[src/rtl/fir_mac_sequencer.sv]
// fir_mac_sequencer
// Time-multiplexed FIR filter. A single signed multiply-accumulate unit is
// stepped across TAPS coefficients for every accepted input sample, trading
// throughput (one sample per TAPS+2 cycles) for a single multiplier.
//
// Ports
//   clk         system clock, rising edge
//   rst         asynchronous, active-high reset
//   in_valid    in_data holds a sample
//   in_data     signed input sample (DATA_W)
//   in_ready    a sample is accepted at the next edge if in_valid is high
//   out_valid   one-cycle pulse, out_data updated
//   out_data    signed filtered sample (DATA_W), held until the next result
//   coef_we     coefficient write strobe
//   coef_addr   tap index to write
//   coef_data   signed coefficient value (DATA_W, COEF_FRAC fractional bits)
//   coef_ready  a coefficient write is taken at the next edge
//   busy        MAC sequence in progress
module fir_mac_sequencer #(
    parameter int DATA_W    = 8,
    parameter int TAPS      = 16,
    parameter int COEF_FRAC = 7
) (
    input  logic                      clk,
    input  logic                      rst,
    input  logic                      in_valid,
    input  logic [DATA_W-1:0]         in_data,
    output logic                      in_ready,
    output logic                      out_valid,
    output logic [DATA_W-1:0]         out_data,
    input  logic                      coef_we,
    input  logic [$clog2(TAPS)-1:0]   coef_addr,
    input  logic [DATA_W-1:0]         coef_data,
    output logic                      coef_ready,
    output logic                      busy
);

    localparam int KW    = $clog2(TAPS);
    localparam int ACC_W = 2 * DATA_W + KW;
    localparam int PW    = 2 * DATA_W + 1;

    localparam logic [KW-1:0]             K_LAST   = KW'(TAPS - 1);
    localparam logic [KW:0]               TAPS_N   = (KW + 1)'(TAPS);
    localparam logic signed [ACC_W-1:0]   SAT_MAX  = ACC_W'((1 << (DATA_W - 1)) - 1);
    localparam logic signed [ACC_W-1:0]   SAT_MIN  = ACC_W'(-(1 << (DATA_W - 1)));
    // Unity gain (1 << COEF_FRAC) does not fit a DATA_W signed value, so the
    // bank keeps one extra bit; written coefficients are sign-extended into it.
    localparam logic signed [DATA_W:0]    H_UNITY  = (DATA_W + 1)'(1 << COEF_FRAC);

    typedef enum logic [1:0] {
        S_IDLE,
        S_MAC,
        S_DONE
    } state_t;

    state_t                     r_state;
    state_t                     w_next;

    logic signed [DATA_W-1:0]   r_x [TAPS];
    logic signed [DATA_W:0]     r_h [TAPS];
    logic signed [ACC_W-1:0]    r_acc;
    logic [KW-1:0]              r_k;
    logic                       r_out_valid;
    logic [DATA_W-1:0]          r_out_data;

    logic                       w_accept;
    logic                       w_coef_wr;
    logic signed [PW-1:0]       w_x_ext;
    logic signed [PW-1:0]       w_h_ext;
    logic signed [PW-1:0]       w_prod;
    logic signed [ACC_W-1:0]    w_prod_ext;
    logic signed [ACC_W-1:0]    w_shift;
    logic [DATA_W-1:0]          w_sat;

    // ---------------- FSM ----------------
    always_ff @(posedge clk or posedge rst) begin
        // NOTE: sequential state uses non-blocking assignment so every register
        // samples the pre-edge values regardless of block ordering.
        if (rst) r_state <= S_IDLE;
        else     r_state <= w_next;
    end

    always_comb begin
        // NOTE: defaults first so no path leaves an output unassigned (no latch).
        w_next     = r_state;
        in_ready   = 1'b0;
        coef_ready = 1'b0;
        busy       = 1'b0;
        case (r_state)
            S_IDLE: begin
                in_ready   = 1'b1;
                coef_ready = 1'b1;
                if (in_valid) w_next = S_MAC;
            end
            S_MAC: begin
                busy = 1'b1;
                if (r_k == K_LAST) w_next = S_DONE;
            end
            S_DONE: begin
                busy   = 1'b1;
                w_next = S_IDLE;
            end
            default: w_next = S_IDLE;
        endcase
    end

    assign w_accept  = in_ready && in_valid;
    // Addresses beyond the last tap (non power-of-two TAPS) are silently dropped.
    assign w_coef_wr = coef_we && coef_ready && ({1'b0, coef_addr} < TAPS_N);

    // ---------------- MAC datapath ----------------
    assign w_x_ext    = PW'(r_x[r_k]);
    assign w_h_ext    = PW'(r_h[r_k]);
    assign w_prod     = w_x_ext * w_h_ext;
    assign w_prod_ext = ACC_W'(w_prod);
    // Arithmetic shift: rounds toward minus infinity.
    assign w_shift    = r_acc >>> COEF_FRAC;

    always_comb begin
        w_sat = w_shift[DATA_W-1:0];
        if (w_shift > SAT_MAX)      w_sat = SAT_MAX[DATA_W-1:0];
        else if (w_shift < SAT_MIN) w_sat = SAT_MIN[DATA_W-1:0];
    end

    always_ff @(posedge clk or posedge rst) begin
        if (rst) begin
            // NOTE: the delay line and coefficient bank are deliberately reset:
            // the filter must restart from silence with a pass-through response.
            for (int i = 0; i < TAPS; i++) begin
                r_x[i] <= '0;
                r_h[i] <= (i == 0) ? H_UNITY : '0;
            end
            r_acc       <= '0;
            r_k         <= '0;
            r_out_valid <= 1'b0;
            r_out_data  <= '0;
        end else begin
            r_out_valid <= 1'b0;
            case (r_state)
                S_IDLE: begin
                    if (w_accept) begin
                        r_x[0] <= in_data;
                        for (int i = 1; i < TAPS; i++) r_x[i] <= r_x[i-1];
                        r_acc <= '0;
                        r_k   <= '0;
                    end
                end
                S_MAC: begin
                    r_acc <= r_acc + w_prod_ext;
                    r_k   <= r_k + KW'(1);
                end
                S_DONE: begin
                    r_out_data  <= w_sat;
                    r_out_valid <= 1'b1;
                end
                default: ;
            endcase
            // A write on the accept edge lands before the first MAC step reads it.
            if (w_coef_wr) r_h[coef_addr] <= (DATA_W + 1)'(signed'(coef_data));
        end
    end

    assign out_valid = r_out_valid;
    assign out_data  = r_out_data;

endmodule

[config.mk]
export PLATFORM = sky130hd
export DESIGN_NAME = fir_mac_sequencer
export DESIGN_NICKNAME = d
export VERILOG_FILES = /design/src/rtl/fir_mac_sequencer.sv
export SDC_FILE = /design/constraint.sdc
export NUM_CORES = 1
export LEC_CHECK = 0
export CAP_MARGIN = 5
export CORE_UTILIZATION = 35
export CTS_CLUSTER_DIAMETER = 150
export DETAILED_ROUTE_END_ITERATION = 12
export PLACE_DENSITY = 0.55
export RECOVER_POWER = 100
export SLEW_MARGIN = 20
export SYNTH_ARGS = -nofsm -noshare
export SYNTH_HDL_FRONTEND = slang
export SYNTH_SLANG_ARGS = --single-unit
[constraint.sdc]
create_clock -name clk -period 23.4 [get_ports clk]
set_input_delay 3.51 -clock clk [delete_from_list [all_inputs] [get_ports clk]]
set_output_delay 3.51 -clock clk [all_outputs]
set_load 0.01 [all_outputs]
==> flow_metrics.tcl, run 1 <==
set metrics [dict create \
    cts.sinks 292 \
    critical_path.top_delay_family "buffers and inverters" \
    maxSlewHeadroom_pct -226 \
    initial_utilization_pct 35.7 \
    ff2ff_setup_slack_ns 12.72 \
    synth_edf_count 0 \
    status "finished, violations left" \
    slew_viol_final 507 \
    layout-drive-gt1-share_pct 30.5 \
    n_fill_cell 4363 \
    startpoint_type "primary input" \
    gp_congestion 0.826 \
    h-tree-depth 2 \
    cpMaxStageDelayCell "clkinvlp_2" \
    violations "design-rule violations, max-capacitance violations, max-slew violations" \
    ctsHoldBuffers 0 \
    grt-ovfl-total 0 \
    antenna_left 0 \
    cts_tree "done" \
    syn_to_final_growth_pct 11.8 \
    synth.avg_cell_area_um2 13.8 \
    cp.depth 4 \
    worstPathMaxFanout 108 \
    ys_ff_latch 292 \
    cpPeakStageDelay_ns 2.71 \
    grt_pass1_wl_um 58000 \
    yosysWarnings 0 \
    path_buf_inv 4 \
    dpl.hpwl_um 23200 \
    std_cell_rows 79 \
    vias 9376 \
    syn-num-nets 1373 \
    track_usage_pct 15.3 \
    required_ns 23.27 \
    hold_path_depth 1 \
    io_pins 36 \
    worst_path_most_repeated_cell "clkbuf_1" \
    setup_viol 0 \
    hold_viol_final 0 \
    drt-pass1-iter-count 8 \
    wl_per_cell_um 18.6 \
    fmax_mhz 86.1 \
    die_area_um2 48500 \
    reg2reg_depth 19 \
    rsz0062_at_grt "no" \
    cts_made_buffers 35 \
    wl_um 34700 \
    clk_pin_slew_ns 0.05 \
    setup_tns_ns 0 \
    worstPathArrival_ns 11.49 \
    portBuffers 35 \
    post_cts_buffers 0 \
    die-width_um 220 \
    grt_pass1_vias 10200 \
    critPathKind "in -> async" \
    syn-cell-area_um2 16700 \
    die_h_um 220 \
    final-seq-area_um2 7310 \
    ctsLongestPathBuffers 3 \
    multiInputGateArea_um2 8650 \
    grt_max_degree 109 \
    yosysSeqAreaShare_pct 43.8 \
    layout.nets 1401 \
    async_flop_share_pct 100 \
    root_buffer "clkbuf_16" \
    viasPerCell 5.03 \
    synth-main-ff-cell "dfrtp_1" \
    cts_resized 0 \
    antenna_found_initial 1 \
    core_area_um2 46800 \
    post-route-period-util_pct 49.6 \
    clk_latency_ns 0.54 \
    synthCells 1208 \
    drt_iter0_markers 505 \
    ys_types 50 \
    antenna_cells 0 \
    endpoint_kind "asynchronous set/reset pin" \
    tightest_slew_ns 4.86 \
    drcViolationCount 3 \
    min_path_type "reg -> reg" \
    post-route-min-period_ns 11.62 \
    fin_skew_ns 0.0272 \
    crit_chain "dlygate4sd3_1 > clkinvlp_2 > clkbuf_1 > clkbuf_1" \
    maxCapViolCount 9 \
]
[registers in the layout (all words and copies together), names as in the netlist]
signal / count
out_valid: 1
r_state: 2
r_h: 129
out_data: 8
r_x: 128
r_acc: 20
r_k: 4
[metrics by stage]
step                utilization, %  worst slack (ns)  instance area [µm²]  cells  hold slack (ns)
finish                        39.9             11.78                18700   1864            0.497
global route                  39.9              9.97                18700   1864            0.508
CTS                           40.0             15.64                18700   1863            0.499
detailed placement            37.6             15.66                17600   1805            0.476
global placement              37.6             15.76                17600   1805            0.469
floorplan                        -             11.83                16700   1208            0.450
[Yosys cell counts (2+ instances only)]
master	number	area share, %
a21boi_0	2	0.090
mux2i_1	3	0.18
o21bai_1	3	0.13
or4_1	2	0.090
a21o_1	4	0.18
o211ai_1	9	0.40
ha_1	50	3.7
dfrtp_1	291	44
nor2_1	25	0.56
inv_1	113	2.5
mux4_1	8	1.3
buf_6	3	0.20
a21oi_1	18	0.54
buf_2	5	0.15
a211oi_1	2	0.090
xor2_1	4	0.21
buf_12	3	0.36
nand2b_1	12	0.45
o21ai_1	4	0.12
nor2b_1	12	0.45
or3_1	2	0.075
xnor2_1	14	0.73
fa_1	91	11
o21ai_0	31	0.93
clkbuf_1	41	0.92
a32o_1	2	0.12
nand3_1	9	0.27
buf_4	2	0.090
mux2_2	258	17
nor3_1	3	0.090
a22o_1	10	0.52
mux4_2	69	9.3
nand2_1	58	1.3
and2_1	29	1.1
[cells in the final DEF, fill, tap and decap left out, types with 2 or more instances in the layout]
cell             netlist  final
inv_1                113    112
dfrtp_1              291    290
or3_1                  2      2
mux2_2               258    258
and2_1                29     28
dlygate4sd3_1          0     16
a22o_1                10     10
mux4_1                 8      8
a211oi_1               2      2
o211ai_1               9      9
buf_4                  2      3
clkbuf_8               0      5
or4_1                  2      2
inv_16                 0      2
clkinv_2               0      3
a32o_1                 2      2
fa_1                  91     91
clkdlybuf4s50_1        0     19
ha_1                  50     50
a21o_1                 4      4
nand2b_1              12     12
nor3_1                 3      3
xor2_1                 4      4
mux2i_1                3      3
mux4_2                69     69
o21ai_0               31     32
nand2_1               58     58
a21boi_0               2      2
clkbuf_1              41     18
xnor2_1               14     14
a21oi_1               18     18
o21bai_1               3      3
nor2_1                25     25
nor2b_1               12     12
bufinv_16              0      2
nor4_1                 1      2
o21ai_1                4      3
clkbuf_16              0     35
nand3_1                9      9
[cell type report]
| class | instances | share of cell area [%] |
|---|---|---|
| multi-input cells | 747 | 46.4 |
| clock buffers | 50 | 5.26 |
| repair buffers | 46 | 2.16 |
| well taps | 607 | 4.07 |
| inverters | 114 | 2.30 |
| flip-flops and latches | 292 | 39.2 |
| clock inverters | 8 | 0.664 |
[kinds of logic (layout without fill, tap and decap cells)]
| group | after synthesis | count (layout) | synth area share (%) |
|---|---|---|---|
| simple gates | 159 | 159 | 4.69 |
| xor+xnor | 18 | 18 | 0.945 |
| buf+inv | 169 | 218 | 4.31 |
| flops | 292 | 292 | 43.8 |
| mux | 338 | 338 | 28.2 |
| compound gates | 91 | 91 | 3.41 |
| fa+ha+maj | 141 | 141 | 14.7 |
[layer usage]
metal	up-vias	wire length, µm	GRT usage, %
met4	0	727	4.32
met2	127	15600	23.3
met5	-	0	0
met3	41	1430	2.56
li1	4295	-	-
met1	4913	17000	22.5
[worst paths after layout]
kind / from / to
min reg2reg: r_x[6] / r_x[6]
max reg2reg: r_k[0] / r_acc[18]
min: r_x[6] / r_x[6]
min in group asynchronous: rst / r_k[3]
max: rst / r_x[81]
max in group clk: r_k[0] / r_acc[18]
Power of run 1 is left out: the tool's default activity adds up to more than one toggle a clock period on the data nets, which glitch-free logic cannot reach.
==> run 2: changes to the inputs <==
- PLACE_DENSITY: 0.55 -> 0.57
- clock period: 23.4 -> 9.9 ns (I/O delays scaled with it)
==> run 2 against run 1 <==
Net effect:
- the run still ends with design-rule violations, max-capacitance violations, max-slew violations left
- non-clock buffer count decreased by 2
- sequential cell count stayed put
- count of clock-buffer cells in the layout is 3 lower
- worst setup slack got worse by 9.6 ns
- global-route usage decreased by 0.36 points
- largest cell class unchanged
- critical path depth increased by 15
- hold slack worse by 0.0083 ns
- first-iteration DRC count up 9.5%
- die area unchanged
- wire length down 1.1%
==> flow_metrics.tcl, run 2 (same netlist as run 1, synthesis figures left out) <==
set metrics [dict create \
    grt_max_degree 150 \
    h-tree-depth 2 \
    largest_register_ffs 129 \
    critical_path.top_delay_family "adder cells" \
    status "finished, violations left" \
    die_area_um2 48500 \
    core_area_um2 46800 \
    antenna_found_initial 0 \
    root_buffer "clkbuf_16" \
    grt_pass1_vias 10000 \
    violations "design-rule violations, max-capacitance violations, max-slew violations" \
    slew_viol_final 276 \
    ctsHoldBuffers 0 \
    die_h_um 220 \
    path_buf_inv 4 \
    post-route-period-util_pct 77.9 \
    endpoint_kind "flop" \
    clk_pin_slew_ns 0.06 \
    cts_made_buffers 35 \
    initial_utilization_pct 35.7 \
    die-width_um 220 \
    syn_to_final_growth_pct 12.2 \
    regMostFlops "r_h" \
    fmax_mhz 130 \
    startpoint_type "flop" \
    cts_tree "done" \
    maxCapViolCount 3 \
    hold_viol_final 0 \
    std_cell_rows 79 \
    reg_top3 "r_h: 129 flops, r_x: 128 flops, r_acc: 20 flops" \
    drt-pass1-iter-count 10 \
    drcViolationCount 5 \
    tightest_slew_ns 6.41 \
    clk_latency_ns 0.55 \
    rsz0062_at_grt "no" \
    min_path_type "reg -> reg" \
    drt_iter0_markers 553 \
    viasPerCell 5.05 \
    cpMaxStageDelayCell "dfrtp_4" \
    grt_pass1_wl_um 56200 \
    wl_per_cell_um 18.4 \
    worstPathArrival_ns 8.17 \
    worstPathMaxFanout 48 \
    cts_resized 0 \
    ctsLongestPathBuffers 3 \
    critPathKind "reg -> reg" \
    gp_congestion 0.856 \
    crit_chain "buf_4 > mux4_2 > mux4_2 > nor2b_1 > clkbuf_1 > fa_1 > inv_1 > fa_1 > inv_1 > fa_1 > fa_1 > ha_1 > ha_1 > a21oi_1 > o22ai_1 > a2111oi_0 > o21bai_1 > xnor2_1 > o21ai_0" \
    fin_skew_ns 0.0183 \
    portBuffers 35 \
    cts.sinks 292 \
    layout-drive-gt1-share_pct 31.4 \
    post_cts_buffers 0 \
    wl_um 34400 \
    grt-ovfl-total 0 \
    io_pins 36 \
    required_ns 10.36 \
    antenna_left 0 \
    worst_path_most_repeated_cell "fa_1" \
    dpl.hpwl_um 22900 \
    maxSlewHeadroom_pct -327 \
    layout.nets 1399 \
    post-route-min-period_ns 7.71 \
    antenna_cells 0 \
    setup_tns_ns 0 \
    setup_viol 0 \
    vias 9405 \
    mostFrequentLayoutCell "dfrtp_1" \
    final_cell_mix "dfrtp_1, mux2_2, inv_1, fa_1, mux4_2" \
    track_usage_pct 14.9 \
    cpPeakStageDelay_ns 1.06 \
]
-- run 2: stage by stage --
stage	util [%]	area [µm²]	instances	setup slack (ns)	hold slack, ns
after floorplan	-	16700	1208	0.354	0.450
after detailed placement	37.7	17600	1804	2.26	0.484
after CTS	40.1	18800	1864	2.18	0.498
final	40.0	18700	1864	2.19	0.488
after global routing	40.0	18700	1864	1.62	0.515
after global placement	37.6	17600	1804	2.35	0.468
-- run 2: worst paths after layout --
check	slack (ns)	endpoint	start	cells after the start
max in group asynchronous	2.98	r_k[0]	rst	2
max reg2reg	2.19	r_acc[19]	r_k[0]	19
min in group asynchronous	3.39	r_h[59]	rst	2
max	2.19	r_acc[19]	r_k[0]	19
min reg2reg	0.49	r_h[30]	r_h[30]	1
min	0.49	r_h[30]	r_h[30]	1
-- run 2: routing by layer --
metal  vias up  routed length, µm  global-route usage (%)
met5         -                  0                       0
met2       143              15500                    23.1
met1      4932              16900                    21.7
met3        53               1230                    2.61
li1       4277                  -                       -
met4         0                704                    3.84
-- run 2: final cells by class --
cell class / instances / area (µm²)
fill: 4346 / 28000
multi-input combinational: 747 / 8650
sequential: 292 / 7310
clock buffer: 47 / 991
tap: 607 / 759
inverter: 114 / 429
timing repair buffer: 44 / 419
clock inverter: 13 / 158
-- run 2: worst reg2reg max path, cell delays in order (launching register included) --
cell	delay, ns
dfrtp_4	1.06
buf_4	0.58
mux4_2	0.56
mux4_2	0.64
nor2b_1	0.19
clkbuf_1	0.37
fa_1	0.65
inv_1	0.06
fa_1	0.54
inv_1	0.06
fa_1	0.48
fa_1	0.50
ha_1	0.31
ha_1	0.37
a21oi_1	0.21
o22ai_1	0.12
a2111oi_0	0.47
o21bai_1	0.16
xnor2_1	0.14
o21ai_0	0.16
Power of run 2 is left out for the same reason.
